`src/rtl/ssd_scan_driver.sv`:
```
// rtl/ssd_scan_driver.sv - N-digit seven-segment scan driver with tear-free loading and PWM dimming
// Optional feature macro: LEADING_ZERO_BLANK_EN (auto-blank leading zero digits)
module ssd_scan_driver #(
    parameter int NUM_DIGITS    = 8,
    parameter int SCAN_DIV_BITS = 14,
    parameter int PWM_BITS      = 4
) (
    input  logic                    board_clk,
    input  logic                    Reset,
    input  logic                    load,
    input  logic [4*NUM_DIGITS-1:0] digits_in,
    input  logic [NUM_DIGITS-1:0]   dp_in,
    input  logic [NUM_DIGITS-1:0]   blank_in,
    input  logic [PWM_BITS-1:0]     brightness,
    output logic [NUM_DIGITS-1:0]   an,
    output logic [7:0]              cathodes,
    output logic                    frame_done
);

    localparam int IDX_W = (NUM_DIGITS > 1) ? $clog2(NUM_DIGITS) : 1;

    // Scan position
    logic [SCAN_DIV_BITS-1:0] presc_q, presc_d;
    logic [IDX_W-1:0]         idx_q, idx_d;

    // Frame currently on the glass and frame waiting for the next wrap
    logic [4*NUM_DIGITS-1:0]  act_dig_q, pend_dig_q;
    logic [NUM_DIGITS-1:0]    act_dp_q, pend_dp_q;
    logic [NUM_DIGITS-1:0]    act_blank_q, pend_blank_q;
    logic [PWM_BITS-1:0]      act_bright_q, pend_bright_q;
    logic                     pend_valid_q;

    // Registered pin drive
    logic [NUM_DIGITS-1:0]    an_q, an_d;
    logic [7:0]               cath_q, cath_d;
    logic                     fd_q;

    logic                     tick;
    logic                     wrap;
    logic [PWM_BITS-1:0]      phase;
    logic [3:0]               cur_nib;
    logic                     cur_dp;
    logic                     cur_blank;
    logic                     enabled;
    logic [NUM_DIGITS-1:0]    lz_blank;

    // Active-low abcdefg pattern for a hex nibble
    function automatic logic [6:0] seg_decode(input logic [3:0] nib);
        case (nib)
            4'h0: seg_decode = 7'b0000001;
            4'h1: seg_decode = 7'b1001111;
            4'h2: seg_decode = 7'b0010010;
            4'h3: seg_decode = 7'b0000110;
            4'h4: seg_decode = 7'b1001100;
            4'h5: seg_decode = 7'b0100100;
            4'h6: seg_decode = 7'b0100000;
            4'h7: seg_decode = 7'b0001111;
            4'h8: seg_decode = 7'b0000000;
            4'h9: seg_decode = 7'b0000100;
            4'hA: seg_decode = 7'b0001000;
            4'hB: seg_decode = 7'b1100000;
            4'hC: seg_decode = 7'b0110001;
            4'hD: seg_decode = 7'b1000010;
            4'hE: seg_decode = 7'b0110000;
            default: seg_decode = 7'b0111000;
        endcase
    endfunction

    assign tick  = &presc_q;
    assign wrap  = tick && (idx_q == IDX_W'(NUM_DIGITS - 1));
    assign phase = presc_q[SCAN_DIV_BITS-1 -: PWM_BITS];

    // Next scan position; idx wraps explicitly so non-power-of-2 digit counts work
    always_comb begin
        presc_d = presc_q + SCAN_DIV_BITS'(1);
        idx_d   = idx_q;
        if (tick) begin
            idx_d = wrap ? '0 : idx_q + IDX_W'(1);
        end
    end

`ifdef LEADING_ZERO_BLANK_EN
    // Dark every digit above the most significant nonzero one, except digit 0 and dp digits
    always_comb begin
        logic zero_run;
        zero_run = 1'b1;
        lz_blank = '0;
        for (int i = NUM_DIGITS - 1; i >= 0; i--) begin
            zero_run    = zero_run && (act_dig_q[4*i +: 4] == 4'h0);
            lz_blank[i] = (i != 0) && zero_run && !act_dp_q[i];
        end
    end
`else
    assign lz_blank = '0;
`endif

    // Select the active-frame fields of the digit being scanned
    always_comb begin
        cur_nib   = 4'h0;
        cur_dp    = 1'b0;
        cur_blank = 1'b0;
        for (int i = 0; i < NUM_DIGITS; i++) begin
            if (idx_q == IDX_W'(i)) begin
                cur_nib   = act_dig_q[4*i +: 4];
                cur_dp    = act_dp_q[i];
                cur_blank = act_blank_q[i] || lz_blank[i];
            end
        end
    end

    // Pin values for the current slot; a disabled slot drives everything dark to avoid ghosting
    always_comb begin
        enabled = (phase <= act_bright_q) && !cur_blank;
        an_d    = '1;
        cath_d  = 8'hFF;
        if (enabled) begin
            for (int i = 0; i < NUM_DIGITS; i++) begin
                an_d[i] = !(idx_q == IDX_W'(i));
            end
            cath_d = {seg_decode(cur_nib), ~cur_dp};
        end
    end

    // Free-running prescaler and digit index
    always_ff @(posedge board_clk or posedge Reset) begin
        if (Reset) begin
            presc_q <= '0;
            idx_q   <= '0;
        end else begin
            presc_q <= presc_d;
            idx_q   <= idx_d;
        end
    end

    // Frame buffering: loads park in pending and only reach active at a wrap so a scan never mixes frames
    always_ff @(posedge board_clk or posedge Reset) begin
        if (Reset) begin
            act_dig_q     <= '0;
            act_dp_q      <= '0;
            act_blank_q   <= '0;
            act_bright_q  <= '0;
            pend_dig_q    <= '0;
            pend_dp_q     <= '0;
            pend_blank_q  <= '0;
            pend_bright_q <= '0;
            pend_valid_q  <= 1'b0;
        end else if (load && wrap) begin
            act_dig_q     <= digits_in;
            act_dp_q      <= dp_in;
            act_blank_q   <= blank_in;
            act_bright_q  <= brightness;
            pend_valid_q  <= 1'b0;
        end else if (load) begin
            pend_dig_q    <= digits_in;
            pend_dp_q     <= dp_in;
            pend_blank_q  <= blank_in;
            pend_bright_q <= brightness;
            pend_valid_q  <= 1'b1;
        end else if (wrap && pend_valid_q) begin
            act_dig_q     <= pend_dig_q;
            act_dp_q      <= pend_dp_q;
            act_blank_q   <= pend_blank_q;
            act_bright_q  <= pend_bright_q;
            pend_valid_q  <= 1'b0;
        end
    end

    // Register pin outputs and the frame wrap pulse
    always_ff @(posedge board_clk or posedge Reset) begin
        if (Reset) begin
            an_q   <= '1;
            cath_q <= 8'hFF;
            fd_q   <= 1'b0;
        end else begin
            an_q   <= an_d;
            cath_q <= cath_d;
            fd_q   <= wrap;
        end
    end

    assign an         = an_q;
    assign cathodes   = cath_q;
    assign frame_done = fd_q;

endmodule

```
`config.mk`:
```
export PLATFORM = sky130hd
export DESIGN_NAME = ssd_scan_driver
export DESIGN_NICKNAME = d
export VERILOG_FILES = /design/src/rtl/ssd_scan_driver.sv
export SDC_FILE = /design/constraint.sdc
export NUM_CORES = 1
export LEC_CHECK = 0
export CAP_MARGIN = 10
export CORE_UTILIZATION = 49
export DETAILED_ROUTE_END_ITERATION = 7
export GPL_ROUTABILITY_DRIVEN = 0
export PLACE_DENSITY = 0.76
export REMOVE_ABC_BUFFERS = 1
export SLEW_MARGIN = 10
export SYNTH_ARGS = -nofsm -noshare
export SYNTH_HDL_FRONTEND = slang
export SYNTH_SLANG_ARGS = --single-unit
```
`constraint.sdc`:
```
create_clock -name board_clk -period 5.49 [get_ports board_clk]
set_input_delay 1.098 -clock board_clk [delete_from_list [all_inputs] [get_ports board_clk]]
set_output_delay 1.098 -clock board_clk [all_outputs]
set_load 0.02 [all_outputs]
```
## Word level (Yosys, flattened, before mapping)

Memory sizes are Yosys's and may differ from the RTL's.
Index checks and enable logic that the tools add are counted.

- Reduce and logical (&&, ||, !) cells: 19
- Multiply operators: 0
- Bitwise operators: 2
- Divide/modulo/power cells: 0
- Muxes and demuxes: 42
- $add $sub $neg: 2
- $lt $le $gt $ge: 1
- Equality and inequality tests: 8
- Shifts and indexed selects: 0

Operator list:

| operator | count |
|---|---|
| two-way mux 32 bit | 3 |
| two-way mux 8 bit | 8 |
| two-way mux 4 bit | 11 |
| two-way mux 1 bit | 19 |
| adder 14 x 1 -> 14 bit (second input constant) | 1 |
| AND reduction 14 bit | 1 |
| == test 3 bit (second input constant) | 4 |
| logical NOT 1 bit | 9 |
| == test 3 x 2 -> 1 bit (second input constant) | 2 |
| <= comparator 4 bit | 1 |
| logical AND 1 bit | 4 |
| AND reduction 2 bit | 2 |
| adder 3 x 1 -> 3 bit (second input constant) | 1 |
| == test 3 x 1 -> 1 bit (second input constant) | 1 |
| logical NOT 3 bit | 1 |
| two-way mux 3 bit | 1 |
| nonzero test 3 bit | 1 |
| != test 2 x 1 -> 1 bit (second input constant) | 1 |
| NOT 1 bit | 2 |
| nonzero test 2 bit | 1 |

- Word-level logic and storage cells: 89
- Output and inout bits: 17
- Latch bits: 0
- Memories: 1
- ROM bits: 112
- Register bits: 139
- Bits in writable memories: 0
- Bits of input ports: 55

Memories:

| name | words | bits a word | read ports | clocked after memory_dff | wr ports | RTL line | source |
|---|---|---|---|---|---|---|---|
| (name not given) | 16 | 7 | 1 | 0 | 0 | 49 | `case (nib)` |

## Longest topological paths before layout

- Word-level depth: 12
- Mapped depth: 14
- Mapped depth without buffers: 12

## Least setup slack after synthesis

No wires, ideal clock.

- Kind: reg-to-reg
- Start point: reg idx_q[0]
- End point: reg cath_q[1] (netlist: cathodes[1])
- Period minus slack after synthesis: 2.637 ns
- Stages on the path, launching flop included: 11
- Arrival time: 2.557 ns
- Library setup time: 0.080 ns
- Buffers on the path: 0
- Path slack: 2.853 ns
- Required time: 5.410 ns
- Cell sequence: dfrtp_1 -> ha_1 -> ha_1 -> or2_4 -> o311a_1 -> o31ai_4 -> inv_1 -> ha_1 -> mux2_1 -> a22oi_1 -> nand2_1

- Longest elaborated chain between the ends: 12
- Elaborated cells between the ends (all ways): 28
- Those cells by class: 7 x eq/ne; 17 x mux; 3 x reduce/logical; 1 x memory

RTL lines:

| element | RTL line | source |
|---|---|---|
| start: declaration | 24 | `logic [IDX_W-1:0] idx_q, idx_d;` |
| start signal: assignment | 131 | `idx_q <= idx_d;` |
| parallel branches: the longest is 11 deep, another holds memory (16 x 7 bit) | - |  |
| two-way mux 8 bit * | 116 | `if (enabled) begin` |
| net cath_d[1] | 35 | `logic [7:0] cath_q, cath_d;` |
| end signal: assignment | 176 | `cath_q <= cath_d;` |
| end: declaration | 35 |  |

Mark *: on every way through the listed nets, which the timed path passes.
A chain may end at the register's enable or synchronous reset.

## Worst setup path after layout

- Start point: reg idx_q[2]
- End point: reg cath_q[1] (netlist: cathodes[1])

Same word-level chain as after synthesis.

==> results.py <==
metrics = {
    "clock_network": {
        "cts_resized": 0,
        "cts_setup_buffers": 0,
        "cts_sinks": 139,
        "cts_made_buffers": 17,
        "cts-root-buf": "clkbuf_16",
        "clk_pin_slew_worst_paths_ns": 0.05,
        "clk_path_buf_depth": 2,
        "clkLatencyLatePin_ns": 0.42,
        "cts.htree.levels": 4,
        "hold_buffers": 0,
        "cts_tree": "built",
    },
    "sta": {
        "max_slew_margin_pct": 35.70,
        "hold_viol": 0,
        "finalSetupViolations": 0,
        "fin_ws_ns": 1.793,
        "min_period_over_period_pct": 67.35,
        "hold_ws_ns": 0.4633,
        "rsz0062_at_grt": "no",
        "tightest_slew_ns": 0.9645,
        "clock.fmax_mhz": 270.5,
        "clock_skew_ns": 0.009128,
        "finalSetupTns_ns": 0,
        "timing.final.max_slew_violations": 0,
        "period_needed_ns": 3.698,
    },
    "synth": {
        "syn_area_per_cell_sq_um": 10.83,
        "ys_types": 60,
        "synthCells": 622,
        "synth_top_area_share_pct": 45.71,
        "synth-edff-count": 0,
        "synth_commonest_cells": "dfrtp_1, nand2_1, o21ai_0",
        "ys.flop_type": "dfrtp_1",
        "synth_area_leader_cell": "dfrtp_1",
        "syn_area_sq_um": 6734,
        "yosysWarnings": 0,
        "synthTopCellsByArea": "dfrtp_1, mux2_2, dfstp_2",
        "yosysSeqAreaShare_pct": 51.95,
        "post-synth-top-count-cell": "dfrtp_1",
        "ys_ff_latch": 139,
        "synth-async-reset-ratio_pct": 100.0,
    },
    "global_route": {
        "grt_pass1_wl_mm": 23.24,
        "grt_start_max_net_pins": 130,
        "grt_pass1_vias": 4644,
        "grt_usage_pct": 21.08,
        "grt-ovfl-total": 0,
        "antenna_found_initial": 0,
    },
    "setup_path": {
        "rr_startpoint": "idx_q[2]$_DFFE_PP0P_",
        "crit_fanout": 16,
        "worstSetupPathType": "flip-flop to flip-flop",
        "crit_required_ns": 5.80,
        "setup.worst_path.end_class": "flip-flop",
        "startpoint_type": "flip-flop",
        "arrival_ns": 4.01,
        "crit_start": "idx_q[2]$_DFFE_PP0P_",
    },
    "route": {
        "routed_wl_mm": 13.79,
        "routed_via_density": 5.523,
        "wl_per_cell_microns": 15.94,
        "vias": 4777,
        "drc": 0,
        "antenna_left": 0,
        "drt_iter0_drc": 374,
        "dr.pass1.iters": 5,
    },
    "hold_path": {
        "holdCritPathClass": "flip-flop to flip-flop",
        "min-delay-start": "presc_q[0]$_DFF_PP0_",
    },
    "power_and_ir_drop": {
        "p_leak_uw": 0.003510,
        "p_per_area_nw_per_um2": 299.9,
        "vdd_drop_max_uv": 196.0,
    },
    "place": {
        "placed_cells": 833,
        "post-place-ws_ns": 1.865,
        "port_buffers": 71,
        "place_hpwl_mm": 8.803,
    },
    "die": {
        "die_h_microns": 119.2,
        "ios": 72,
        "dieArea_sq_um": 14220,
        "initial_core_util_pct": 50.45,
        "die_w_microns": 119.2,
        "core_area_sq_um": 13350,
        "row_count": 42,
    },
    "final_layout": {
        "final_core_util_pct": 60.24,
        "final_nets": 749,
        "final_cells": 865,
        "regArea_sq_um": 3498,
        "n_fill_cell": 1090,
        "synthToLayoutAreaGrowth_pct": 19.40,
        "drive_above_1_share_pct": 16.40,
        "diodes": 0,
        "multi_input_comb_area_sq_um": 2924,
    },
    "run_status": {
        "status": "completed",
    },
    "flow_run": {
        "max_cap_violations": 0,
    },
}
-- worst max-delay path, cell delays in order, from the launching register on --
cell,delay (ns)
dfrtp_1,0.68
inv_1,0.34
ha_1,0.50
or2_4,0.34
o311a_1,0.39
o31ai_4,0.37
inv_1,0.17
ha_1,0.25
mux2_1,0.30
a22oi_1,0.16
nand2_1,0.08
-- per-stage QoR --
stage,total power (uW),instance area [sq um]
3_5_place_dp,1397,7490
3_3_place_gp,1383,7490
6_report,2411,8040
4_1_cts,2437,8015
5_1_grt,2516,8040
2_1_floorplan,1286,6485
-- cells in the final DEF, fill, tap and decap left out, types with 2 or more instances in the layout --
cell type	Yosys	routed
a21oi_1	46	46
a221o_1	2	2
a221oi_1	2	2
a221oi_2	2	2
a22oi_1	21	21
a31oi_1	2	2
and3_1	2	2
and3b_1	32	32
buf_12	0	2
buf_4	4	6
clkbuf_1	21	10
clkbuf_16	0	17
clkbuf_8	0	2
clkdlybuf4s50_1	0	70
dfrtp_1	123	123
dfstp_2	16	16
ha_1	17	17
inv_1	19	18
inv_2	2	2
mux2_1	8	8
mux2_2	47	47
mux2i_1	4	4
nand2_1	81	81
nand2b_1	4	4
nand3_1	12	12
nand3b_1	2	2
nand4_1	3	3
nor2_1	10	10
nor2b_1	6	6
nor3_1	2	2
nor3b_1	2	2
o211ai_1	3	3
o21ai_0	58	58
o21ai_1	10	9
o22ai_1	2	2
o31ai_1	2	2
xnor2_1	9	9
xor2_1	3	3
-- worst paths after layout --
check | endpoint | slack [ns] | cells after the start
setup / recovery | cathodes[1]$_DFF_PP1_ | 1.79 | 10
hold / removal | presc_q[0]$_DFF_PP0_ | 0.46 | 1
setup reg to reg | cathodes[1]$_DFF_PP1_ | 1.79 | 10
hold reg to reg | presc_q[0]$_DFF_PP0_ | 0.46 | 1
max in group asynchronous | act_dig_q[27]$_DFFE_PP0P_ | 3.67 | 3
min in group asynchronous | presc_q[6]$_DFF_PP0_ | 0.93 | 2
-- power by group --
part / internal, uW / switching [uW] / total [uW]
combinational: 131 / 119 / 250
clock: 643 / 389 / 1030
sequential: 1100 / 32.0 / 1130
total: 1870 / 540 / 2410
-- routing by layer --
layer / wire length, microns / track usage [%] / vias up
li1: - / - / 2300
met5: 0 / 0 / -
met2: 6708 / 31.80 / 109
met1: 6372 / 29.22 / 2360
met3: 617 / 5.556 / 8
met4: 93 / 7.674 / 0
-- cell type report --
class,count,share of cell area (%)
inverter,21,1.012
timing repair buffer,79,9.835
multi-input combinational,419,36.37
tap,176,2.739
clock buffer,29,6.100
clock inverter,2,0.4357
sequential,139,43.51
-- registers in the layout, indices dropped and copies added, names as in the netlist --
signal	count
act_dig_q	32
pend_dig_q	32
presc_q	14
act_blank_q	8
act_dp_q	8
an	8
cathodes	8
pend_blank_q	8
pend_dp_q	8
act_bright_q	4
pend_bright_q	4
idx_q	3
frame_done	1
pend_valid_q	1
-- cells by family (layout without fill, tap and decap cells) --
logic type / after synthesis / count (layout) / share of synthesized area, %
AO/OA/AOI/OAI: 162 / 162 / 14.92
XOR/XNOR: 12 / 12 / 1.561
adder cells (fa/ha/maj): 17 / 17 / 3.159
buffers and inverters: 64 / 131 / 4.868
flip-flops: 139 / 139 / 51.95
multiplexers: 61 / 61 / 10.22
AND/OR/NAND/NOR: 167 / 167 / 13.32
Note: power is estimated with default switching activity, not from simulation.
